===== src/rtl/div_seq.sv =====
// Sequential unsigned restoring divider: WIDTH-bit dividend over WIDTH/2-bit divisor,
// one quotient bit per cycle, with valid/ready handshakes on operands and result.
module div_seq #(
    parameter int WIDTH = 32
) (
    input  logic                 clk,
    input  logic                 reset,
    input  logic [WIDTH-1:0]     dividend,
    input  logic [WIDTH/2-1:0]   divisor,
    input  logic                 in_valid,
    output logic                 in_ready,
    output logic [WIDTH-1:0]     quotient,
    output logic [WIDTH/2-1:0]   remainder,
    output logic                 div_by_zero,
    output logic                 out_valid,
    input  logic                 out_ready
);
    localparam int HALF = WIDTH / 2;
    localparam int CW   = $clog2(WIDTH + 1);

    typedef enum logic [1:0] {IDLE, BUSY, DONE} state_t;

    state_t state;
    state_t state_next;

    logic [WIDTH-1:0] dividend_sr;
    logic [HALF-1:0]  divisor_r;
    logic [HALF:0]    pr;
    logic [WIDTH-1:0] quot;
    logic [CW-1:0]    count;
    logic             dbz;

    logic             accept;
    logic             last_step;
    logic             fits;
    logic [HALF:0]    pr_shift;
    logic [HALF:0]    pr_sub;

    assign accept    = in_valid && in_ready;
    assign last_step = (count == CW'(1));
    assign pr_shift  = {pr[HALF-1:0], dividend_sr[WIDTH-1]};
    assign fits      = (pr_shift >= {1'b0, divisor_r});
    assign pr_sub    = pr_shift - {1'b0, divisor_r};

    assign quotient    = quot;
    assign remainder   = pr[HALF-1:0];
    assign div_by_zero = dbz;

    always_ff @(posedge clk or negedge reset) begin
        if (!reset) begin
            state <= IDLE;
        end else begin
            state <= state_next;
        end
    end

    // A zero divisor still passes through one BUSY cycle (with no step) so its
    // result shows up one edge after acceptance, like a one-step divide.
    always_comb begin
        state_next = state;
        in_ready   = 1'b0;
        out_valid  = 1'b0;
        case (state)
            IDLE: begin
                in_ready = 1'b1;
                if (in_valid) begin
                    state_next = BUSY;
                end
            end
            BUSY: begin
                if (dbz || last_step) begin
                    state_next = DONE;
                end
            end
            DONE: begin
                out_valid = 1'b1;
                if (out_ready) begin
                    state_next = IDLE;
                end
            end
            default: begin
                state_next = IDLE;
            end
        endcase
    end

    always_ff @(posedge clk or negedge reset) begin
        if (!reset) begin
            dividend_sr <= '0;
            divisor_r   <= '0;
            pr          <= '0;
            quot        <= '0;
            count       <= '0;
            dbz         <= 1'b0;
        end else begin
            case (state)
                IDLE: begin
                    if (accept) begin
                        dividend_sr <= dividend;
                        divisor_r   <= divisor;
                        if (divisor == '0) begin
                            quot  <= '1;
                            pr    <= {1'b0, dividend[HALF-1:0]};
                            dbz   <= 1'b1;
                            count <= '0;
                        end else begin
                            quot  <= '0;
                            pr    <= '0;
                            dbz   <= 1'b0;
                            count <= CW'(WIDTH);
                        end
                    end
                end
                BUSY: begin
                    if (!dbz) begin
                        dividend_sr <= dividend_sr << 1;
                        pr          <= fits ? pr_sub : pr_shift;
                        quot        <= {quot[WIDTH-2:0], fits};
                        count       <= count - CW'(1);
                    end
                end
                default: begin
                end
            endcase
        end
    end

endmodule


===== config.mk =====
export PLATFORM = sky130hd
export DESIGN_NAME = div_seq
export DESIGN_NICKNAME = d
export VERILOG_FILES = /design/src/rtl/div_seq.sv
export SDC_FILE = /design/constraint.sdc
export NUM_CORES = 1
export LEC_CHECK = 0
export ABC_CLOCK_PERIOD_IN_PS = 2700
export BUFFER_PORTS_ARGS = -buffer_cell sky130_fd_sc_hd__buf_2
export CAP_MARGIN = 20
export CORE_MARGIN = 3
export CORE_UTILIZATION = 31
export DETAILED_ROUTE_END_ITERATION = 12
export MAX_ROUTING_LAYER = met4
export PLACE_DENSITY = 0.49
export SYNTH_ARGS = -nofsm -noshare
export SYNTH_HDL_FRONTEND = slang
export SYNTH_SLANG_ARGS = --single-unit

===== constraint.sdc =====
create_clock -name clk -period 2.7 [get_ports clk]
set_clock_uncertainty 0.05 [all_clocks]
set_input_delay 0.27 -clock clk [delete_from_list [all_inputs] [get_ports clk]]
set_output_delay 0.27 -clock clk [all_outputs]
set_load 0.02 [all_outputs]

======== Word level (Yosys, flattened, before mapping) ========
Index checks and enable logic that the tools add are counted.
word-level totals
  bits of input ports ..................... 52
  register bits after elaboration ......... 105
  output and inout bits ................... 51
cells by class
  equality and inequality tests ........... 8
  order comparisons ....................... 1
  reductions and logical operators ........ 8
  add/subtract/negate cells ............... 2
  muxes and demuxes ....................... 23
operators with widths
  cell                 count
  $mux 32              5
  $pmux 32 s2          2
  $mux 16              4
  $pmux 16 s2          1
  $mux 6               3
  $ge 17x16->1         1
  $logic_not 16->1     1
  $sub 16x16->16       1
  $pmux 6 s2           1
  $ne 2x2->1 const B   5
  $eq 6x1->1 const B   1
  $mux 2               3
  $pmux 2 s3           1
  $reduce_and 3->1     2
  $sub 6x1->6 const B  1
  $mux 1               3
  $eq 2x1->1 const B   1
  $eq 2x2->1 const B   1
  $logic_not 2->1      1
  $reduce_and 2->1     1
  $reduce_bool 2->1    1
  $logic_and 1x1->1    1
  $logic_or 1x1->1     1

======== Depth between registers and ports, before layout ========
  depth after elaboration ................. 5
  gate-level depth with buffers ........... 11
  depth with buffers taken out ............ 11

======== Least setup slack after synthesis ========
Ideal clock, no wire load.
  kind .................................... register to register
  start ................................... reg dividend_sr[31]
  end ..................................... reg pr[14]
  path buffers ............................ 0
  stages on the path, launching flop included .. 12
  clock period less this slack ............ 2558 ps
  data arrival time ....................... 2404 ps
  setup slack ............................. 142 ps
  cells stage by stage .................... dfrtp_1 inv_1 ha_1 inv_1 fa_1 a21o_1 a221o_2 a31oi_4 a22oi_1 mux2i_1 nor3_1 o41ai_2
on the way
  longest elaborated chain between the ends .. 4
  elaborated cells on any way between the ends .. 5
  those cells by class .................... add/sub: 1; order compare: 1; mux: 3
ends and longest elaborated chain
  what                                                   line    text
  start, declared                                        26      logic [WIDTH-1:0] dividend_sr;
  start signal, assigned                                 99      dividend_sr <= dividend;
  start signal, assigned                                 116     dividend_sr <= dividend_sr << 1;
  $sub 16x16->16 / $ge 17x16->1 (equally long branches)  43, 42
  $mux 16 (*)                                            117     pr <= fits ? pr_sub : pr_shift;
  $mux 16 (*)                                            115     if (!dbz) begin
  $pmux 16 s2 (*)                                        96      case (state)
  end signal, assigned                                   103     pr <= {1'b0, dividend[HALF-1:0]};
  end signal, assigned                                   117
  end, declared                                          28      logic [HALF:0] pr;
Every way passes the cells marked *; elsewhere a longest branch is shown, timed or not. The select of a mux whose other input is x is not followed.
A chain may end at the register's enable or synchronous reset.

======== Worst setup path in the final report ========
  start ................................... reg dividend_sr[31]
  end ..................................... reg pr[8]
The elaborated chain is that of the path after synthesis.

==> metrics.md <==
| Metric | Value |
|---|---|
| Postcts setup bufs | 0 |
| Final period util | 94.69% |
| Antenna Nets Post-Route | 0 |
| Placed cell count | 968 |
| Drt via density | 5.067 |
| CTS clk-pin slew, worst paths | 70 ps |
| Die Span Y | 140.1 µm |
| Total GRT Usage | 16.78% |
| Post-Syn Instances | 648 |
| Clock latency at the later pin of the worst-skew pair | 350 ps |
| Final setup viols | 0 |
| Detailed-route via count | 4981 |
| FP Rows | 48 |
| Area Overhead vs Synth | 23.57% |
| Max Buffers Root-to-Sink | 2 |
| Worst vdd ir | 664.6 µV |
| Lkg Pwr | 3.202 nW |
| CP Capture Type | flop |
| Largest fanout on the critical path | 2 |
| Reg2Reg Setup Slack | 140 ps |
| Post-layout min period | 2557 ps |
| Crit path kind | flop to flop |
| Outcome | complete, no violations |
| CTS H-Tree Depth | 3 |
| Final HPWL DP | 11330 µm |
| Final std cells w/o fill | 983 |
| Drt first pass iters | 4 |
| Pwr/cell area | 1452 mW/mm² |
| Vias in the first global route | 5015 |
| Num CTS Buffers | 9 |
| Multi-input logic area | 0.002783 mm² |
| Async set or reset register ratio after synthesis | 100.0% |
| Share of cells above drive strength 1 | 23.61% |
| Largest net degree at the start of global routing | 71 |
| DRC | 0 |
| Syn_nets | 719 |
| Sink Count | 105 |
| Sequential cell area | 0.002629 mm² |
| Width of the chip | 140.1 µm |
| Synth warn | 0 |
| Sequential element share of the synthesized area | 47.15% |
| Filler cells | 1771 |
| Die Area | 0.01962 mm² |
| Post-synth EDFFs | 0 |
| Max-slew violations | 0 |
| Final WL | 15850 µm |
| Arr. time, crit path | 2770 ps |
| Core ar. | 0.01748 mm² |
| Mapped cell area | 0.005573 mm² |
| Fin Hold WS | 62.04 ps |
| Ant diodes | 0 |
| Gpl congestion | 0.9140 |
| Routed len/inst | 16.13 µm |
| Ys flop type | dfrtp_1 |
| Max-capacitance violation count | 0 |
| #FFs+latches synth | 105 |
| Final nets | 826 |
| Worst-Margin Slew | 758.2 ps |
| Root Driver | clkbuf_16 |
| Rel. slew slack | 49.45% |
| CTS tree | yes |
| I/O Buffers | 102 |
| Distinct cells, synth | 61 |
| Fmax | 0.3911 GHz |
| Initial Util | 31.89% |
| Final-report hold violation count | 0 |
| Mean Syn Cell Area | 8.600 µm² |
| Hold crit path type | input pin to flop |
| Initial antenna violation count | 0 |
| Drt initial violations | 230 |
| I/O pin cnt | 103 |
| First-pass GRT wire length | 25890 µm |
| WP data required | 2920 ps |
| Grt ovf | 0 |
| Worst setup SP type | flop |
==> report_power, final <==
part / internal (W) / total [W] / leakage [nW] / switching [W]
combinational: 0.00252 / 0.00606 / 1.77 / 0.00354
sequential: 0.00228 / 0.00272 / 1.31 / 0.000448
clock: 0.000622 / 0.00122 / 0.129 / 0.000594
total: 0.00542 / 0.0100 / 3.20 / 0.00458
==> routing by layer <==
layer  part of all wire, %  global-route usage [%]  wire [µm]
met1                    46                   21.67       7370
met2                    48                   26.59       7549
met3                   3.1                   2.595        497
met4                   2.7                   6.680        434
met5                     0                       -          0
==> synthesized netlist by cell type (all sizes together), types with 2 or more instances <==
cell type  number  share of area, %
xnor2           9               1.4
a21o            5              0.70
nor4            5              0.56
o221ai          2              0.31
nor3            2              0.18
xor2            4              0.63
o31ai           3              0.65
and4            2              0.34
o21ai          60               5.4
a211oi          3              0.49
and2            4              0.45
ha             18               4.0
o2111ai         2              0.31
a21oi          68               6.1
inv            24               1.6
o21bai          3              0.40
o22ai           8              0.90
mux2i           9               1.6
a221oi          2              0.43
buf             9               1.0
nand2         134               9.0
nand2b          4              0.45
nor3b           2              0.36
o21a            2              0.27
nand3b          3              0.40
nor2b           3              0.38
nor2           58               3.9
a31oi          37               4.6
nand3           6              0.54
o211ai          2              0.27
dfrtp         105                47
clkbuf         34               2.3
==> critical path, stage by stage (launching register included) <==
cell and delay, ps:
dfrtp_1 380, inv_1 60, ha_1 170, inv_1 60
fa_2 350, a21o_1 180, a221o_2 380, buf_4 150
a21o_2 210, a21oi_2 140, xnor2_1 120, mux2i_1 90
o22ai_1 140
==> repair_timing <==
| action | in CTS | in global routing |
|---|---|---|
| endpoints found under the setup margin | 2 | 9 |
| hold endpoints to repair | 50 | 0 |
| resized for setup | 2 | 15 |
| pin swaps | 0 | 4 |
| hold buffers | 1 | 0 |
==> cell usage in the layout (no fill, tap or decap), types with 3 or more instances in the layout <==
master / instances
o21ai_0: 58
a21o_1: 4
o21bai_1: 3
nand2b_1: 4
and2_1: 4
xnor2_1: 9
a21oi_1: 67
buf_2: 101
ha_1: 16
dfrtp_1: 104
inv_1: 24
buf_12: 4
nor4_1: 5
nand3_1: 6
nor2_1: 57
nand3b_1: 3
nand2_1: 133
clkbuf_16: 9
buf_4: 33
o22ai_1: 8
mux2i_1: 9
xor2_1: 4
a31oi_1: 34
==> layout make-up <==
class | instances | area share (%)
Clock inverter | 4 | 0.4542
Clock buffer | 10 | 3.325
Multi-Input combinational cell | 476 | 40.41
Inverter | 24 | 1.308
Timing Repair Buffer | 139 | 12.25
Tap cell | 225 | 4.088
Sequential cell | 105 | 38.17
==> state kept, by name, summed over array words and instances, names as in the netlist <==
name / flops
pr: 16
divisor_r: 16
div_by_zero: 1
count: 6
quotient: 32
state: 2
dividend_sr: 32
==> per-stage QoR <==
stage	power (W)	setup WS (ps)	area, µm²	util, %	setup TNS [ps]
after floorplan	0.006849	142.1	5573	-	0
after global placement	0.008461	-40.57	6521	37.31	-40.57
after detailed placement	0.008583	-63.13	6521	37.31	-63.13
after CTS	0.009865	17.66	6798	38.90	0
after global routing	0.01094	-7.674	6887	39.40	-7.674
final	0.009999	143.4	6887	39.40	0
==> path summary, 6_finish.rpt <==
path | start | to | cells after the start
min | out_ready | state[1] | 2
max reg2reg | dividend_sr[31] | pr[8] | 12
min in group asynchronous | reset | divisor_r[14] | 2
min reg2reg | divisor_r[0] | divisor_r[0] | 2
max in group asynchronous | reset | pr[0] | 3
max | dividend_sr[31] | pr[8] | 12
==> kinds of logic after synthesis <==
logic type | count (synthesis) | synth area share, %
and+or+nand+nor | 228 | 17.22
buffers and inverters | 67 | 4.917
AOI/OAI and AO/OA | 207 | 22.65
adders and majority gates | 19 | 4.401
DFF | 105 | 47.15
xor gates and xnor gates | 13 | 2.043
muxes | 9 | 1.617
No activity file was read; power rests on OpenSTA's default activity.
